[src/rtl/video_timing_receiver.sv]
// video_timing_receiver: decodes HS/VS/BLANK into pixel coordinates, measures timing and tracks lock.
// Define VIDEO_CRC_EN to add a per-frame CRC-16-CCITT of the locked pixel data.
module video_timing_receiver #(
   parameter int HDISP       = 800,
   parameter int VDISP       = 480,
   parameter int LOCK_FRAMES = 2
) (
   input  logic                       pixel_clk,
   input  logic                       pixel_rst,
   input  logic                       vid_hs,
   input  logic                       vid_vs,
   input  logic                       vid_blank,
   input  logic [23:0]                vid_rgb,
   output logic                       pix_valid,
   output logic [$clog2(HDISP+1)-1:0] pix_x,
   output logic [$clog2(VDISP+1)-1:0] pix_y,
   output logic [23:0]                pix_rgb,
   output logic                       sof,
   output logic                       eol,
   output logic                       locked,
   output logic                       err_hsize,
   output logic                       err_vsize,
   output logic [11:0]                line_period,
   output logic [10:0]                frame_lines,
   output logic [15:0]                frame_cnt,
   output logic [15:0]                frame_crc
);
   localparam int XW = $clog2(HDISP+1);
   localparam int YW = $clog2(VDISP+1);
   localparam logic [XW-1:0] HD = XW'(HDISP);
   localparam logic [XW-1:0] HL = XW'(HDISP-1);
   localparam logic [YW-1:0] VD = YW'(VDISP);
   localparam logic [3:0]    LF = 4'(LOCK_FRAMES);

   typedef enum logic [1:0] {UNLOCKED, SYNCING, LOCKED} state_t;
   state_t state_q, state_d;

   logic          hs_q, vs_q, blank_q, hs_p_q, vs_p_q, blank_p_q;
   logic [23:0]   rgb_q, prgb_q;
   logic [XW-1:0] x_q, x_d, px_q;
   logic [YW-1:0] y_q, y_d, y_inc, py_q;
   logic [11:0]   per_q, per_d, lper_q;
   logic [10:0]   hcnt_q, hcnt_d, flines_q;
   logic [15:0]   fcnt_q;
   logic [3:0]    good_q, good_d;
   logic          hs_fall, vs_fall, blank_fall, eh, ev, valid;
   logic          valid_q, sof_q, eol_q, locked_q, eh_q, ev_q;

   always_comb begin
      hs_fall    = hs_p_q & ~hs_q;
      vs_fall    = vs_p_q & ~vs_q;
      blank_fall = blank_p_q & ~blank_q;
      eh         = blank_fall && x_q != HD;
      // a line ending on the VS edge is counted before the frame size check
      y_inc      = (blank_fall && y_q != '1) ? y_q + 1'b1 : y_q;
      ev         = vs_fall && y_inc != VD;
      x_d        = blank_q ? ((x_q == '1) ? x_q : x_q + 1'b1) : (blank_fall ? '0 : x_q);
      y_d        = vs_fall ? '0 : y_inc;
      per_d      = hs_fall ? 12'd1 : ((per_q == '1) ? per_q : per_q + 1'b1);
      hcnt_d     = vs_fall ? {10'd0, hs_fall} : ((hs_fall && hcnt_q != '1) ? hcnt_q + 1'b1 : hcnt_q);
   end

   always_comb begin
      state_d = state_q;
      good_d  = good_q;
      if (vs_fall && state_q == UNLOCKED) begin
         state_d = SYNCING;
         good_d  = '0;
      end else if (vs_fall && state_q == SYNCING) begin
         good_d  = good_q + 1'b1;
         state_d = (good_d == LF) ? LOCKED : SYNCING;
      end
      if ((eh || ev) && state_q != UNLOCKED) state_d = UNLOCKED;
      valid = blank_q && state_d == LOCKED;
   end

   always_ff @(posedge pixel_clk) begin
      if (pixel_rst) begin
         {hs_q, vs_q, blank_q, hs_p_q, vs_p_q, blank_p_q} <= '0;
         rgb_q    <= '0;
         x_q      <= '0;
         y_q      <= '0;
         per_q    <= '0;
         hcnt_q   <= '0;
         good_q   <= '0;
         state_q  <= UNLOCKED;
         {valid_q, sof_q, eol_q, locked_q, eh_q, ev_q} <= '0;
         px_q     <= '0;
         py_q     <= '0;
         prgb_q   <= '0;
         lper_q   <= '0;
         flines_q <= '0;
         fcnt_q   <= '0;
      end else begin
         {hs_q, vs_q, blank_q} <= {vid_hs, vid_vs, vid_blank};
         {hs_p_q, vs_p_q, blank_p_q} <= {hs_q, vs_q, blank_q};
         rgb_q    <= vid_rgb;
         x_q      <= x_d;
         y_q      <= y_d;
         per_q    <= per_d;
         hcnt_q   <= hcnt_d;
         good_q   <= good_d;
         state_q  <= state_d;
         valid_q  <= valid;
         px_q     <= x_q;
         py_q     <= y_q;
         prgb_q   <= rgb_q;
         sof_q    <= valid && x_q == '0 && y_q == '0;
         eol_q    <= valid && x_q == HL;
         locked_q <= state_d == LOCKED;
         eh_q     <= eh;
         ev_q     <= ev;
         if (hs_fall) lper_q <= per_q;
         if (vs_fall) begin
            flines_q <= hcnt_q;
            fcnt_q   <= fcnt_q + 1'b1;
         end
      end
   end

`ifdef VIDEO_CRC_EN
   logic [15:0] crc_q, crc_d, fcrc_q, fcrc_d;

   function automatic logic [15:0] crc24(input logic [15:0] c, input logic [23:0] d);
      logic [15:0] r;
      r = c;
      for (int i = 23; i >= 0; i--) r = {r[14:0], 1'b0} ^ ((r[15] ^ d[i]) ? 16'h1021 : 16'h0000);
      return r;
   endfunction

   always_comb begin
      crc_d  = (state_q == LOCKED && (vs_fall || state_d != LOCKED)) ? 16'hFFFF : (valid ? crc24(crc_q, rgb_q) : crc_q);
      fcrc_d = (state_q == LOCKED && state_d == LOCKED && vs_fall) ? crc_q : fcrc_q;
   end

   always_ff @(posedge pixel_clk) begin
      if (pixel_rst) begin
         crc_q  <= 16'hFFFF;
         fcrc_q <= '0;
      end else begin
         crc_q  <= crc_d;
         fcrc_q <= fcrc_d;
      end
   end

   assign frame_crc = fcrc_q;
`else
   assign frame_crc = 16'h0000;
`endif

   assign pix_valid   = valid_q;
   assign pix_x       = px_q;
   assign pix_y       = py_q;
   assign pix_rgb     = prgb_q;
   assign sof         = sof_q;
   assign eol         = eol_q;
   assign locked      = locked_q;
   assign err_hsize   = eh_q;
   assign err_vsize   = ev_q;
   assign line_period = lper_q;
   assign frame_lines = flines_q;
   assign frame_cnt   = fcnt_q;
endmodule
[config.mk]
export PLATFORM = sky130hd
export DESIGN_NAME = video_timing_receiver
export DESIGN_NICKNAME = d
export VERILOG_FILES = /design/src/rtl/video_timing_receiver.sv
export SDC_FILE = /design/constraint.sdc
export NUM_CORES = 1
export LEC_CHECK = 0
export CORE_MARGIN = 2
export CORE_UTILIZATION = 35
export DETAILED_ROUTE_END_ITERATION = 8
export GPL_TIMING_DRIVEN = 0
export SETUP_SLACK_MARGIN = 0.5
export SYNTH_ARGS = -nofsm -noshare
export SYNTH_HDL_FRONTEND = slang
export SYNTH_SLANG_ARGS = --single-unit
[constraint.sdc]
create_clock -name pixel_clk -period 2.55 [get_ports pixel_clk]
set_input_delay 0.51 -clock pixel_clk [delete_from_list [all_inputs] [get_ports pixel_clk]]
set_output_delay 0.51 -clock pixel_clk [all_outputs]
set_load 0.01 [all_outputs]
==> report_table.html, run 1 <==
<table>
<tr><th>Metric</th><th>Value</th></tr>
<tr><th colspan="2">Logic synthesis</th></tr>
<tr><td>Top post-synthesis cells by area</td><td>dfxtp_1, nor2b_1, nand2_1</td></tr>
<tr><td>Yosys warning count</td><td>0</td></tr>
<tr><td>Prevailing post-synth register cell</td><td>dfxtp_1</td></tr>
<tr><td>Number of distinct standard cells referenced by the synthesized netlist</td><td>61</td></tr>
<tr><td>Number of cells produced by synthesis</td><td>668</td></tr>
<tr><td>Biggest area consumer among synthesized cells</td><td>dfxtp_1</td></tr>
<tr><td>Asr flop ratio synth</td><td>0</td></tr>
<tr><td>Sequential element share of the synthesized area</td><td>0.531</td></tr>
<tr><td>Cell area after technology mapping</td><td>6260 um^2</td></tr>
<tr><td>Flip-flop and latch count after synthesis</td><td>166</td></tr>
<tr><td>Share of the synthesized area in the top cell type</td><td>0.531</td></tr>
<tr><td>Mean instance size in the synthesized netlist</td><td>9.37 um^2</td></tr>
<tr><td>Count of flip-flops with a built-in enable after synthesis</td><td>0</td></tr>
<tr><th colspan="2">Clock tree</th></tr>
<tr><td>Max H-tree Level</td><td>4</td></tr>
<tr><td>Worst-path clk slew</td><td>0.07 ns</td></tr>
<tr><td>TritonCTS sink count</td><td>166</td></tr>
<tr><td>Root buffer cell</td><td>clkbuf_16</td></tr>
<tr><td>Worst-Skew Late Latency</td><td>0.43 ns</td></tr>
<tr><td>Num CTS Buffers</td><td>17</td></tr>
<tr><td>TritonCTS clock tree</td><td>yes</td></tr>
<tr><td>Number of buffers inserted for hold repair after clock tree synthesis</td><td>0</td></tr>
<tr><td>Longest Clk Path Bufs</td><td>2</td></tr>
<tr><th colspan="2">GRT</th></tr>
<tr><td>Number of global-route vias before repair</td><td>4388</td></tr>
<tr><td>Global router's overall resource usage</td><td>0.153</td></tr>
<tr><td>First-pass GRT wire length</td><td>22300 um</td></tr>
<tr><td>Initial antenna violation count</td><td>0</td></tr>
<tr><td>Residual overflow from global routing</td><td>0</td></tr>
<tr><td>Largest net degree at the start of global routing</td><td>17</td></tr>
<tr><th colspan="2">Power</th></tr>
<tr><td>Sequential group share of total power</td><td>0.481</td></tr>
<tr><td>Pwr dens</td><td>652 nW/um^2</td></tr>
<tr><td>Int Power</td><td>4260 uW</td></tr>
<tr><td>Portion of total power attributed to the clock network</td><td>0.468</td></tr>
<tr><td>Largest voltage drop on the vdd net</td><td>550 uV</td></tr>
<tr><td>Static leakage</td><td>0.00318 uW</td></tr>
<tr><td>Power dissipated by switching net loads</td><td>1290 uW</td></tr>
<tr><td>Net switching fraction of the power</td><td>0.233</td></tr>
<tr><td>Share of power burned in combinational logic</td><td>0.052</td></tr>
<tr><th colspan="2">Floorplanning</th></tr>
<tr><td>Row count</td><td>48</td></tr>
<tr><td>Die outline width</td><td>138 um</td></tr>
<tr><td>Die area</td><td>19000 um^2</td></tr>
<tr><td>IO Pins</td><td>133</td></tr>
<tr><td>Total core area</td><td>17400 um^2</td></tr>
<tr><td>Initial core utilization</td><td>0.360</td></tr>
<tr><td>Die Height</td><td>138 um</td></tr>
<tr><th colspan="2">Job</th></tr>
<tr><td>Max-capacitance violation count</td><td>0</td></tr>
<tr><th colspan="2">STA</th></tr>
<tr><td>Final period utilization</td><td>0.912</td></tr>
<tr><td>Final critical delay including setup and external delays</td><td>2.33 ns</td></tr>
<tr><td>Worst-margin pin slew</td><td>0.619 ns</td></tr>
<tr><td>Fin Clk Skew</td><td>0.00904 ns</td></tr>
<tr><td>Max Transition Viols Final</td><td>0</td></tr>
<tr><td>Timing-limited maximum frequency</td><td>430 MHz</td></tr>
<tr><td>Tightest hold margin</td><td>0.428 ns</td></tr>
<tr><td>Setup-violating endpoint count in the final report</td><td>0</td></tr>
<tr><td>Number of endpoints with negative hold slack in the final report</td><td>0</td></tr>
<tr><td>Total Neg Setup Slack</td><td>0 ns</td></tr>
<tr><td>Max-slew headroom</td><td>0.587</td></tr>
<tr><td>Unrepaired setup endpoints after global routing</td><td>true</td></tr>
<tr><th colspan="2">Placement</th></tr>
<tr><td>RD Place Congestion</td><td>0.787</td></tr>
<tr><td>Buffers added on ports</td><td>116</td></tr>
<tr><td>HPWL after detailed placement</td><td>9780 um</td></tr>
<tr><th colspan="2">Route</th></tr>
<tr><td>Ratio of routed vias to standard cells</td><td>4.57</td></tr>
<tr><td>Antenna viol nets, final</td><td>0</td></tr>
<tr><td>Number of vias in the routed layout</td><td>4863</td></tr>
<tr><td>First-pass iteration count of the detailed router</td><td>4</td></tr>
<tr><td>Post-Route WL</td><td>14000 um</td></tr>
<tr><td>DRC</td><td>0</td></tr>
<tr><td>Starting DRT DRC Count</td><td>227</td></tr>
<tr><td>Detail-routed net length per standard cell</td><td>13.2 um</td></tr>
<tr><th colspan="2">Finish</th></tr>
<tr><td>Share of cells above drive strength 1</td><td>0.115</td></tr>
<tr><td>Commonest cells after routing, fill and taps aside</td><td>dfxtp_1, clkdlybuf4s50_1, nand2_1</td></tr>
<tr><td>Leading cell type in the layout, fill and taps excluded</td><td>dfxtp_1</td></tr>
<tr><td>Area growth, synth to finish</td><td>36.0%</td></tr>
<tr><td>Diodes inserted</td><td>0</td></tr>
<tr><td>Fin nets</td><td>866</td></tr>
<tr><th colspan="2">Outcome</th></tr>
<tr><td>Status</td><td>completed</td></tr>
<tr><th colspan="2">Worst setup path</th></tr>
<tr><td>Worst-path maximum fanout</td><td>7</td></tr>
<tr><td>Critical path data required time</td><td>2.92 ns</td></tr>
<tr><td>Arrival @ worst endpoint</td><td>2.70 ns</td></tr>
<tr><td>Startpoint type of the worst setup path</td><td>register</td></tr>
<tr><td>CP Class</td><td>register to register</td></tr>
<tr><td>Kind of end point of the critical path</td><td>register</td></tr>
<tr><th colspan="2">Worst hold path</th></tr>
<tr><td>Type of the most critical hold path</td><td>register to register</td></tr>
</table>
==> routing by layer <==
| metal | vias to the layer above | global-route usage | part of all wire |
|---|---|---|---|
| met5 | - | 0 | 0 |
| met2 | 129 | 0.227 | 0.43 |
| met4 | 0 | 0.0675 | 0.015 |
| met1 | 2210 | 0.208 | 0.50 |
| li1 | 2507 | - | - |
| met3 | 17 | 0.0423 | 0.061 |
==> worst max-delay path: stages (launching register included) <==
cell and delay [ns]:
dfxtp_2 0.32, buf_6 0.11, and3_4 0.16, buf_8 0.11
nand2_4 0.06, nor2_4 0.04, ha_4 0.17, nor3b_4 0.25
buf_4 0.15, a32o_1 0.14, a21o_1 0.12, nand3_2 0.10
a31oi_4 0.34, and2_4 0.19
==> layout make-up <==
type	instances	area, um^2
Fill cell	1668	8900
Sequential cell	166	3330
Multi-Input combinational cell	460	2760
Timing Repair Buffer	125	1230
Clock buffer	18	429
Buffer	46	282
Tap cell	225	282
Clock inverter	14	168
Inverter	11	41.3
==> synth_stat cells, drive strengths merged, types with 4 or more instances <==
cell type	instances
and2	4
nand2	92
nor3	12
o21ai	11
inv	11
nand4b	4
dfxtp	166
xnor2	8
a21oi	42
or3	4
nor2	62
ha	10
and3	10
xor2	30
nand2b	4
nand4	15
nor2b	74
clkbuf	22
nand3	24
buf	24
a31oi	4
==> flip-flops by register name, indices dropped and copies added, names as in the netlist, 2 cells and up <==
| register | cells |
|---|---|
| state_q | 2 |
| pix_x | 10 |
| hcnt_q | 11 |
| good_q | 4 |
| per_q | 12 |
| pix_rgb | 24 |
| y_q | 9 |
| frame_cnt | 16 |
| pix_y | 9 |
| rgb_q | 24 |
| line_period | 12 |
| frame_lines | 11 |
| x_q | 10 |
==> final timing paths <==
check,startpoint,end,slack (ns),cells after the start
min,rgb_q[13],pix_rgb[13],0.43,1
max reg2reg,y_q[3],err_vsize,0.22,13
min reg2reg,rgb_q[13],pix_rgb[13],0.43,1
max,y_q[3],err_vsize,0.22,13
==> power groups by stage <==
stage	combinational, uW	clock [uW]	sequential, uW
4_1_cts	289	2660	2670
5_1_grt	319	2760	2670
2_1_floorplan	148	0	2730
3_5_place_dp	284	0	2730
3_3_place_gp	282	0	2730
6_report	288	2600	2670
==> through the flow <==
step	util	total power [uW]	std cells	worst slack [ns]	area, um^2
floorplan	-	2880	683	0.373	6350
global placement	0.447	3010	1024	0.112	7790
detailed placement	0.447	3010	1024	0.0492	7790
CTS	0.487	5610	1065	0.214	8480
global route	0.489	5750	1065	0.121	8520
finish	0.489	5550	1065	0.224	8520
==> timing repair <==
action,CTS,global route
gates resized for setup,7,13
pin swaps,10,8
setup buffers,9,0
setup endpoints to repair,9,33
==> kinds of logic after synthesis <==
kind of cell / synth area share
and+or+nand+nor: 0.259
DFF: 0.531
AOI/OAI and AO/OA: 0.0803
buffers and inverters: 0.0494
xor gates and xnor gates: 0.0531
adders and majority gates: 0.0200
muxes: 0.00659
other: 0.000599
Note: power is estimated with default switching activity, not from simulation.
==> inputs of run 2 (changes only) <==
- CORE_MARGIN: 2 -> not set
==> run 2 against run 1 <==
Routed wire length fell by 2.4%. Maximum frequency rose by 1.4%. Clock skew fell by 0.0031 ns. Non-clock buffer count rose by 1. Combinational power barely moved. Sequential share of layout area barely moved. Worst hold slack improved by 0.0063 ns. Critical path type unchanged. Largest power group unchanged. Highest routed layer unchanged.
==> report_table.html, run 2 (synthesis results as in run 1) <==
<table>
<tr><th>Metric</th><th>Value</th></tr>
<tr><th colspan="2">Outcome</th></tr>
<tr><td>Status</td><td>completed (unchanged)</td></tr>
<tr><th colspan="2">Worst setup path</th></tr>
<tr><td>Series of cell instances along the critical path</td><td>buf_6 -&gt; and3_4 -&gt; buf_8 -&gt; nand2_4 -&gt; nor2_4 -&gt; ha_4 -&gt; and4b_4 -&gt; nand4_1 -&gt; xor2_2 -&gt; a21oi_4 -&gt; a31oi_4 -&gt; o32ai_2 (was buf_6 -&gt; and3_4 -&gt; buf_8 -&gt; nand2_4 -&gt; nor2_4 -&gt; ha_4 -&gt; nor3b_4 -&gt; buf_4 -&gt; a32o_1 -&gt; a21o_1 -&gt; nand3_2 -&gt; a31oi_4 -&gt; and2_4)</td></tr>
<tr><td>CP peak stage delay</td><td>0.35 ns (was 0.34 ns)</td></tr>
<tr><td>Kind of cell with the highest combined delay on the critical path</td><td>simple AND/OR/NAND/NOR gates (unchanged)</td></tr>
<tr><td>Arrival @ worst endpoint</td><td>2.58 ns (was 2.70 ns)</td></tr>
<tr><td>Reg2reg path depth</td><td>12 (was 13)</td></tr>
<tr><td>Kind of end point of the critical path</td><td>register (unchanged)</td></tr>
<tr><td>CP Class</td><td>register to register (unchanged)</td></tr>
<tr><td>Crit path buf inv count</td><td>2 (was 3)</td></tr>
<tr><td>Worst setup slack for register-to-register paths</td><td>0.26 ns (was 0.22 ns)</td></tr>
<tr><td>Startpoint type of the worst setup path</td><td>register (unchanged)</td></tr>
<tr><td>Endpoint of the worst-slack reg-to-reg timing path</td><td>state_q[0] (was err_vsize)</td></tr>
<tr><td>Reg-to-Reg Start</td><td>y_q[3] (unchanged)</td></tr>
<tr><td>Critical path data required time</td><td>2.84 ns (was 2.92 ns)</td></tr>
<tr><td>Worst-path maximum fanout</td><td>7 (unchanged)</td></tr>
<tr><td>Critical-path cell with the highest stage delay</td><td>and4b_4 (was a31oi_4)</td></tr>
<tr><th colspan="2">Finish</th></tr>
<tr><td>Fin nets</td><td>867 (was 866)</td></tr>
<tr><td>Area of the multi-input gates</td><td>2770 um^2 (was 2760 um^2)</td></tr>
<tr><td>Leading cell type in the layout, fill and taps excluded</td><td>dfxtp_1 (unchanged)</td></tr>
<tr><td>Diodes inserted</td><td>0 (unchanged)</td></tr>
<tr><td>Filler cell count</td><td>1641 (was 1668)</td></tr>
<tr><td>Non-filler cells in the finished layout</td><td>1066 (was 1065)</td></tr>
<tr><td>Area growth, synth to finish</td><td>36.1% (was 36.0%)</td></tr>
<tr><td>Share of cells above drive strength 1</td><td>0.115 (about the same)</td></tr>
<tr><td>Commonest cells after routing, fill and taps aside</td><td>dfxtp_1, clkdlybuf4s50_1, nand2_1 (unchanged)</td></tr>
<tr><td>Sequential cell area</td><td>3330 um^2 (unchanged)</td></tr>
<tr><th colspan="2">Worst hold path</th></tr>
<tr><td>Worst Hold Depth</td><td>1 (unchanged)</td></tr>
<tr><td>Worst Hold End</td><td>pix_rgb[23] (was pix_rgb[13])</td></tr>
<tr><td>Type of the most critical hold path</td><td>register to register (unchanged)</td></tr>
<tr><td>Min-Delay Startpoint</td><td>rgb_q[23] (was rgb_q[13])</td></tr>
<tr><th colspan="2">Route</th></tr>
<tr><td>First-pass iteration count of the detailed router</td><td>5 (was 4)</td></tr>
<tr><td>Detail-routed net length per standard cell</td><td>12.8 um (was 13.2 um)</td></tr>
<tr><td>Number of vias in the routed layout</td><td>4857 (was 4863)</td></tr>
<tr><td>DRC</td><td>0 (unchanged)</td></tr>
<tr><td>Post-Route WL</td><td>13700 um (was 14000 um)</td></tr>
<tr><td>Antenna viol nets, final</td><td>0 (unchanged)</td></tr>
<tr><td>Starting DRT DRC Count</td><td>164 (was 227)</td></tr>
<tr><td>Ratio of routed vias to standard cells</td><td>4.56 (was 4.57)</td></tr>
<tr><th colspan="2">Floorplanning</th></tr>
<tr><td>IO Pins</td><td>133 (unchanged)</td></tr>
<tr><td>Die area</td><td>18400 um^2 (was 19000 um^2)</td></tr>
<tr><td>Die Height</td><td>136 um (was 138 um)</td></tr>
<tr><td>Total core area</td><td>17400 um^2 (about the same)</td></tr>
<tr><td>Row count</td><td>48 (unchanged)</td></tr>
<tr><td>Initial core utilization</td><td>0.361 (was 0.360)</td></tr>
<tr><td>Die outline width</td><td>136 um (was 138 um)</td></tr>
<tr><th colspan="2">GRT</th></tr>
<tr><td>Largest net degree at the start of global routing</td><td>17 (unchanged)</td></tr>
<tr><td>First-pass GRT wire length</td><td>21900 um (was 22300 um)</td></tr>
<tr><td>Initial antenna violation count</td><td>0 (unchanged)</td></tr>
<tr><td>Global router's overall resource usage</td><td>0.153 (about the same)</td></tr>
<tr><td>Residual overflow from global routing</td><td>0 (unchanged)</td></tr>
<tr><td>Number of global-route vias before repair</td><td>4409 (was 4388)</td></tr>
<tr><th colspan="2">Power</th></tr>
<tr><td>Static leakage</td><td>0.00317 uW (was 0.00318 uW)</td></tr>
<tr><td>Largest voltage drop on the vdd net</td><td>521 uV (was 550 uV)</td></tr>
<tr><td>Pwr dens</td><td>641 nW/um^2 (was 652 nW/um^2)</td></tr>
<tr><th colspan="2">Placement</th></tr>
<tr><td>Instance count after placement with tap cells included</td><td>1024 (unchanged)</td></tr>
<tr><td>Buffers added on ports</td><td>116 (unchanged)</td></tr>
<tr><td>RD Place Congestion</td><td>0.816 (was 0.787)</td></tr>
<tr><td>HPWL after detailed placement</td><td>9670 um (was 9780 um)</td></tr>
<tr><th colspan="2">STA</th></tr>
<tr><td>Worst-margin pin slew</td><td>0.638 ns (was 0.619 ns)</td></tr>
<tr><td>Fin Clk Skew</td><td>0.00593 ns (was 0.00904 ns)</td></tr>
<tr><td>Timing-limited maximum frequency</td><td>436 MHz (was 430 MHz)</td></tr>
<tr><td>Total Neg Setup Slack</td><td>0 ns (unchanged)</td></tr>
<tr><td>Unrepaired setup endpoints after global routing</td><td>true (unchanged)</td></tr>
<tr><td>Number of endpoints with negative hold slack in the final report</td><td>0 (unchanged)</td></tr>
<tr><td>Final period utilization</td><td>0.899 (was 0.912)</td></tr>
<tr><td>Max-slew headroom</td><td>0.575 (was 0.587)</td></tr>
<tr><td>Setup-violating endpoint count in the final report</td><td>0 (unchanged)</td></tr>
<tr><td>Final critical delay including setup and external delays</td><td>2.29 ns (was 2.33 ns)</td></tr>
<tr><td>Max Transition Viols Final</td><td>0 (unchanged)</td></tr>
<tr><th colspan="2">Clock tree</th></tr>
<tr><td>Worst-path clk slew</td><td>0.06 ns (was 0.07 ns)</td></tr>
<tr><td>TritonCTS clock tree</td><td>yes (unchanged)</td></tr>
<tr><td>TritonCTS sink count</td><td>166 (unchanged)</td></tr>
<tr><td>Max H-tree Level</td><td>4 (unchanged)</td></tr>
<tr><td>Root buffer cell</td><td>clkbuf_16 (unchanged)</td></tr>
<tr><td>Num CTS Buffers</td><td>17 (unchanged)</td></tr>
<tr><td>Longest Clk Path Bufs</td><td>2 (unchanged)</td></tr>
<tr><td>Worst-Skew Late Latency</td><td>0.42 ns (was 0.43 ns)</td></tr>
<tr><th colspan="2">Job</th></tr>
<tr><td>Max-capacitance violation count</td><td>0 (unchanged)</td></tr>
</table>
run 2: worst max-delay path by stage:
| stage | startpoint | to | slack, ns | cells past startpoint |
|---|---|---|---|---|
| floorplan | y_q[4] | state_q[0] | 0.37 | 12 |
| global placement | pixel_rst | pix_y[0] | 0.12 | 4 |
| detailed placement | y_q[4] | state_q[0] | 0.12 | 12 |
| CTS | y_q[3] | state_q[0] | 0.17 | 12 |
| global route | y_q[3] | state_q[0] | 0.16 | 12 |
| finish | y_q[3] | state_q[0] | 0.26 | 12 |
run 2: what timing repair did:
| action | in CTS | in global routing |
|---|---|---|
| hold buffers | 0 | 0 |
| cloned | 0 | 0 |
| pin swaps | 8 | 8 |
| endpoints found under the hold margin | 0 | 0 |
| setup endpoints to repair | 8 | 16 |
| setup buffers | 6 | 4 |
| gates resized for setup | 6 | 13 |
run 2: metal layers:
metal  global-route usage  share of wire  vias up
li1                     -              -     2515
met2                0.237           0.43      114
met3               0.0397          0.058       20
met4               0.0549          0.013        0
met1                0.206           0.50     2208
met5                    0              0        -
run 2: area by class of cell:
type | count | share of cell area
Multi-Input combinational cell | 460 | 0.325
Sequential cell | 166 | 0.390
Tap cell | 225 | 0.0330
Clock inverter | 14 | 0.0167
Timing Repair Buffer | 126 | 0.145
Inverter | 11 | 0.00484
Clock buffer | 18 | 0.0515
Buffer | 46 | 0.0327
run 2: per-stage QoR:
step | setup slack [ns] | total power [uW] | hold WS (ns) | cell area, um^2 | utilization
2_1_floorplan | 0.373 | 2880 | 0.414 | 6350 | -
3_3_place_gp | 0.124 | 3010 | 0.417 | 7790 | 0.449
3_5_place_dp | 0.120 | 3010 | 0.422 | 7790 | 0.449
4_1_cts | 0.174 | 5530 | 0.437 | 8440 | 0.486
5_1_grt | 0.158 | 5660 | 0.453 | 8520 | 0.491
6_report | 0.257 | 5460 | 0.435 | 8520 | 0.491
run 2: power breakdown:
| group | internal, uW | total, uW | switching, uW |
|---|---|---|---|
| sequential | 2650 | 2670 | 24.7 |
| clock | 1400 | 2510 | 1110 |
| combinational | 142 | 285 | 144 |
